--- config.mk ---
export PLATFORM = sky130hd
export DESIGN_NAME = ram_port_arbiter
export DESIGN_NICKNAME = d
export VERILOG_FILES = /design/src/rtl/ram_port_arbiter.sv
export SDC_FILE = /design/constraint.sdc
export NUM_CORES = 1
export LEC_CHECK = 0
export BUFFER_PORTS_ARGS = -buffer_cell sky130_fd_sc_hd__buf_2
export CAP_MARGIN = 30
export CORE_ASPECT_RATIO = 1.1
export CORE_MARGIN = 5
export CORE_UTILIZATION = 31
export DETAILED_ROUTE_END_ITERATION = 8
export PLACE_DENSITY_LB_ADDON = 0.08
export SLEW_MARGIN = 10
export SYNTH_ARGS = -nofsm -noshare
export SYNTH_HDL_FRONTEND = slang
export SYNTH_SLANG_ARGS = --single-unit
--- constraint.sdc ---
create_clock -name clk -period 2.4 [get_ports clk]
set_clock_uncertainty 0.2 [all_clocks]
set_input_delay 0.48 -clock clk [delete_from_list [all_inputs] [get_ports clk]]
set_output_delay 0.48 -clock clk [all_outputs]
set_load 0.05 [all_outputs]
--- src/rtl/ram_port_arbiter.sv ---
// Two-requester arbiter in front of a single-port synchronous RAM.
// Round-robin between requesters, with an optional lock that keeps the grant with one owner.
module ram_port_arbiter #(
    parameter int WIDTH = 8,
    parameter int DEPTH = 8,
    localparam int AW = $clog2(DEPTH)
) (
    input  logic                 clk,
    input  logic                 rst,
    input  logic [1:0]           req_valid_i,
    input  logic [1:0]           req_we_i,
    input  logic [1:0]           req_lock_i,
    input  logic [2*AW-1:0]      req_addr_i,
    input  logic [2*WIDTH-1:0]   req_wdata_i,
    output logic [1:0]           req_ready_o,
    output logic [1:0]           resp_valid_o,
    output logic [WIDTH-1:0]     resp_rdata_o,
    output logic                 ram_we_o,
    output logic [AW-1:0]        ram_a_o,
    output logic [WIDTH-1:0]     ram_d_o,
    input  logic [WIDTH-1:0]     ram_q_i
);

    typedef enum logic {ARB, LOCKED} state_t;

    state_t     state_q, state_d;
    logic       rr_q, rr_d;
    logic       owner_q, owner_d;
    logic [1:0] resp_pend_q, resp_pend_d;

    logic       gnt_valid;
    logic       gnt_idx;
    logic       gnt_lock;

    // Grant selection; while locked, only the owner may be granted.
    always_comb begin
        gnt_valid = 1'b0;
        gnt_idx   = 1'b0;
        if (!rst) begin
            if (state_q == LOCKED) begin
                gnt_valid = req_valid_i[owner_q];
                gnt_idx   = owner_q;
            end else if (&req_valid_i) begin
                gnt_valid = 1'b1;
                gnt_idx   = rr_q;
            end else if (req_valid_i[0]) begin
                gnt_valid = 1'b1;
                gnt_idx   = 1'b0;
            end else if (req_valid_i[1]) begin
                gnt_valid = 1'b1;
                gnt_idx   = 1'b1;
            end
        end
    end

    assign gnt_lock       = req_lock_i[gnt_idx];
    assign req_ready_o[0] = gnt_valid & ~gnt_idx;
    assign req_ready_o[1] = gnt_valid & gnt_idx;

    always_comb begin
        ram_we_o = 1'b0;
        ram_a_o  = '0;
        ram_d_o  = '0;
        if (gnt_valid) begin
            ram_we_o = req_we_i[gnt_idx];
            ram_a_o  = gnt_idx ? req_addr_i[2*AW-1:AW] : req_addr_i[AW-1:0];
            ram_d_o  = gnt_idx ? req_wdata_i[2*WIDTH-1:WIDTH] : req_wdata_i[WIDTH-1:0];
        end
    end

    always_comb begin
        state_d     = state_q;
        rr_d        = rr_q;
        owner_d     = owner_q;
        resp_pend_d = 2'b00;
        if (gnt_valid) begin
            rr_d = ~gnt_idx;
            if (!req_we_i[gnt_idx]) begin
                resp_pend_d[gnt_idx] = 1'b1;
            end
            if (state_q == ARB && gnt_lock) begin
                state_d = LOCKED;
                owner_d = gnt_idx;
            end else if (state_q == LOCKED && !gnt_lock) begin
                state_d = ARB;
            end
        end
    end

    always_ff @(posedge clk) begin
        if (rst) begin
            state_q     <= ARB;
            rr_q        <= 1'b0;
            owner_q     <= 1'b0;
            resp_pend_q <= 2'b00;
        end else begin
            state_q     <= state_d;
            rr_q        <= rr_d;
            owner_q     <= owner_d;
            resp_pend_q <= resp_pend_d;
        end
    end

    // Responses are masked during reset so a stale pending read never leaks out.
    assign resp_valid_o = rst ? 2'b00 : resp_pend_q;
    assign resp_rdata_o = (|resp_valid_o) ? ram_q_i : '0;

endmodule

==> results.json <==
{
  "async_flop_share": 0,
  "holdPathStages": 2,
  "routed_wl_mm": 1.62,
  "max_cap_violations": 0,
  "nets": 164,
  "fin_util": 0.556,
  "internal_power_mw": 0.233,
  "place.gp.congestion": 0.817,
  "numCtsBuffers": 3,
  "clkTransAtPathRegs_ns": 0.04,
  "clock-root-buffer": "clkbuf_4",
  "synth_warnings": 0,
  "finalSetupViolCount": 0,
  "dp_hpwl_mm": 1.35,
  "arrival_ns": 1.60,
  "grt_pass1_wl_mm": 2.46,
  "cts_sinks": 5,
  "outcome": "complete, no violations",
  "r2r_cells": 7,
  "grt_setup_unrepaired": "false",
  "start_util": 0.317,
  "combPwrFrac": 0.519,
  "dieArea_um2": 2470,
  "cpMaxStageDelayCell": "buf_2",
  "p_sw_mw": 0.172,
  "setup_slack_ns": 0.124,
  "slowest_delay_ns": 0.26,
  "io_buffers": 61,
  "cts_tree": "built",
  "coreArea_um2": 1540,
  "drv_slew": 0,
  "grt_pass1_vias": 660,
  "gr-total-overflow": 0,
  "ys.flop_type": "dfxtp_1",
  "max_freq_ghz": 0.439,
  "worstSkewPairLatency_ns": 0.24,
  "die_x_um": 47.8,
  "yosys-top-cells-area": "a22o_1 22%, dfxtp_1 21%, and2_1 10%",
  "ir_worst_vdd_mv": 0.262,
  "worst-slew-pin-transition_ns": 0.333,
  "cp_top_family": "buffers and inverters",
  "yosysTopAreaCellShare": 0.215,
  "p_per_area_nw_per_um2": 473,
  "hold_violations": 0,
  "path_buf_inv": 4,
  "fin_crit_ns": 2.28,
  "hold_path_class": "in -> reg",
  "n_antenna_cell": 0,
  "wl_per_cell_um": 11.5,
  "vias": 660,
  "endpoint_kind": "output pin",
  "seq_area_frac_synth": 0.205,
  "area_growth_pct": 75.4,
  "cp.depth": 7,
  "hold_ws_ns": 0.214,
  "grt_max_degree": 15,
  "maxSlewHeadroom": 0.777,
  "ant_nets": 0,
  "syn_inst": 59,
  "yosysUniqueCellTypes": 24,
  "post-place-ws_ns": 0.00285,
  "drc_errors": 0,
  "yosysMostFrequentCell": "a22o_1",
  "h-tree-depth": 1,
  "finalCritPeriodShare": 0.948,
  "syn_nets": 98,
  "dr.pass1.iters": 3,
  "worstSetupStartpointType": "input pin",
  "critPathRequiredTime_ns": 1.72,
  "drt_iter0_markers": 7,
  "yosys-top-cells-count": "12 x a22o_1, 8 x and2_1, 5 x dfxtp_1, 5 x nor2b_1, 4 x a21oi_1",
  "path_cells": "buf_2, nor2b_1, buf_4, a21oi_2, buf_4, a22o_1, buf_2",
  "cp_max_fo": 14,
  "synth_largest_area_cell": "a22o_1",
  "avgSynthCellArea_um2": 8.27,
  "leakage_nw": 0.490,
  "track_usage": 0.132,
  "ctsLongestPathBuffers": 2,
  "grt_antenna_before_repair": 0,
  "setup_tns_ns": 0,
  "final_layout_size_suffix_gt1_frac": 0.589,
  "fp.dieH_um": 51.6,
  "synth_edf_count": 0,
  "rows": 15,
  "p_sw_frac": 0.425,
  "total_power_mw": 0.405,
  "synth_area_um2": 488,
  "io-pin-count": 62,
  "p_clk_frac": 0.239,
  "synth-seq-cells": 5,
  "avgViaCountPerCell": 4.68,
  "path_class": "in -> out",
  "p_seq_frac": 0.242
}
==> what timing repair did <==
item / 4_1_cts / 5_1_grt
gates resized for setup: 0 / 5
endpoints found under the setup margin: 0 / 12
hold buffers: 0 / 0
setup buffers: 0 / 0
==> power by group through the flow <==
stage	Clock (mW)	Combinational, mW	Sequential (mW)
6_report	0.0969	0.210	0.0980
5_1_grt	0.110	0.226	0.0988
4_1_cts	0.103	0.209	0.0977
3_5_place_dp	0	0.208	0.0993
3_3_place_gp	0	0.207	0.0990
2_1_floorplan	0	0.148	0.0974
==> sequential cells by signal, summed over array words and instances, names as in the netlist <==
register / cells
resp_pend_q: 2
owner_q: 1
rr_q: 1
state_q: 1
==> metal layers <==
metal	wire, um	share of wire	vias up	GRT usage
li1	-	-	344	-
met1	669	0.41	278	0.173
met2	766	0.47	38	0.205
met3	180	0.11	0	0.0450
met4	0	0	0	0.0269
met5	0	0	-	0
==> cell type report <==
class	count	area (um2)
well taps	17	21.3
clock buffers	4	26.3
fillers	164	683
inverters	1	3.75
multi-input cells	49	345
flip-flops and latches	5	101
repair buffers	65	358
==> through the flow <==
step                area [um2]  cells
floorplan                  488     59
global placement           818    137
detailed placement         818    137
CTS                        845    141
global route               856    141
finish                     856    141
==> cell usage in the layout (no fill, tap or decap) <==
| cell type | synthesis | final |
|---|---|---|
| or2_2 | 1 | 1 |
| o21ai_0 | 2 | 2 |
| mux2_2 | 1 | 1 |
| clkbuf_1 | 0 | 1 |
| nor2b_1 | 5 | 5 |
| and2_1 | 8 | 8 |
| a21o_1 | 1 | 1 |
| dfxtp_1 | 5 | 4 |
| clkbuf_4 | 0 | 7 |
| and3b_1 | 1 | 1 |
| ha_1 | 1 | 1 |
| nor3b_1 | 1 | 1 |
| a22o_1 | 12 | 12 |
| nand3b_1 | 1 | 1 |
| o21ai_1 | 1 | 1 |
| dfxtp_2 | 0 | 1 |
| buf_4 | 0 | 3 |
| o211ai_1 | 1 | 1 |
| buf_2 | 0 | 57 |
| inv_1 | 1 | 1 |
| nand2_1 | 2 | 2 |
| a21oi_2 | 1 | 1 |
| mux2i_1 | 1 | 1 |
| nand2b_1 | 2 | 2 |
| nor2b_2 | 1 | 1 |
| buf_12 | 0 | 1 |
| nor2_1 | 2 | 2 |
| a21oi_1 | 4 | 4 |
==> final timing paths <==
check	slack, ns	from	endpoint
worst max-delay path	0.12	req_valid_i[1]	ram_we_o
worst min-delay path	0.21	req_we_i[1]	resp_pend_q[1]$_SDFF_PP0_
worst max register to register	0.25	rr_q$_SDFFE_PP0P_	state_q$_SDFFE_PP0P_
worst min register to register	0.31	state_q$_SDFFE_PP0P_	state_q$_SDFFE_PP0P_
==> logic make-up (layout without fill, tap and decap cells) <==
logic type | after synthesis | after routing | synth area share
adder cells (fa/ha/maj) | 1 | 1 | 0.0256
flip-flops | 5 | 5 | 0.205
AND/OR/NAND/NOR | 24 | 24 | 0.303
multiplexers | 2 | 2 | 0.0436
buffers and inverters | 5 | 70 | 0.0872
AO/OA/AOI/OAI | 22 | 22 | 0.336
==> worst register-to-register path, stage by stage, from the launching register on <==
cell and delay (ns):
dfxtp_1 0.41, nor2b_2 0.07, nand2b_1 0.14, a21oi_1 0.20, mux2_2 0.36, ha_1 0.28
or2_2 0.29, a21oi_1 0.14
Power figures use the tool's default switching activity.
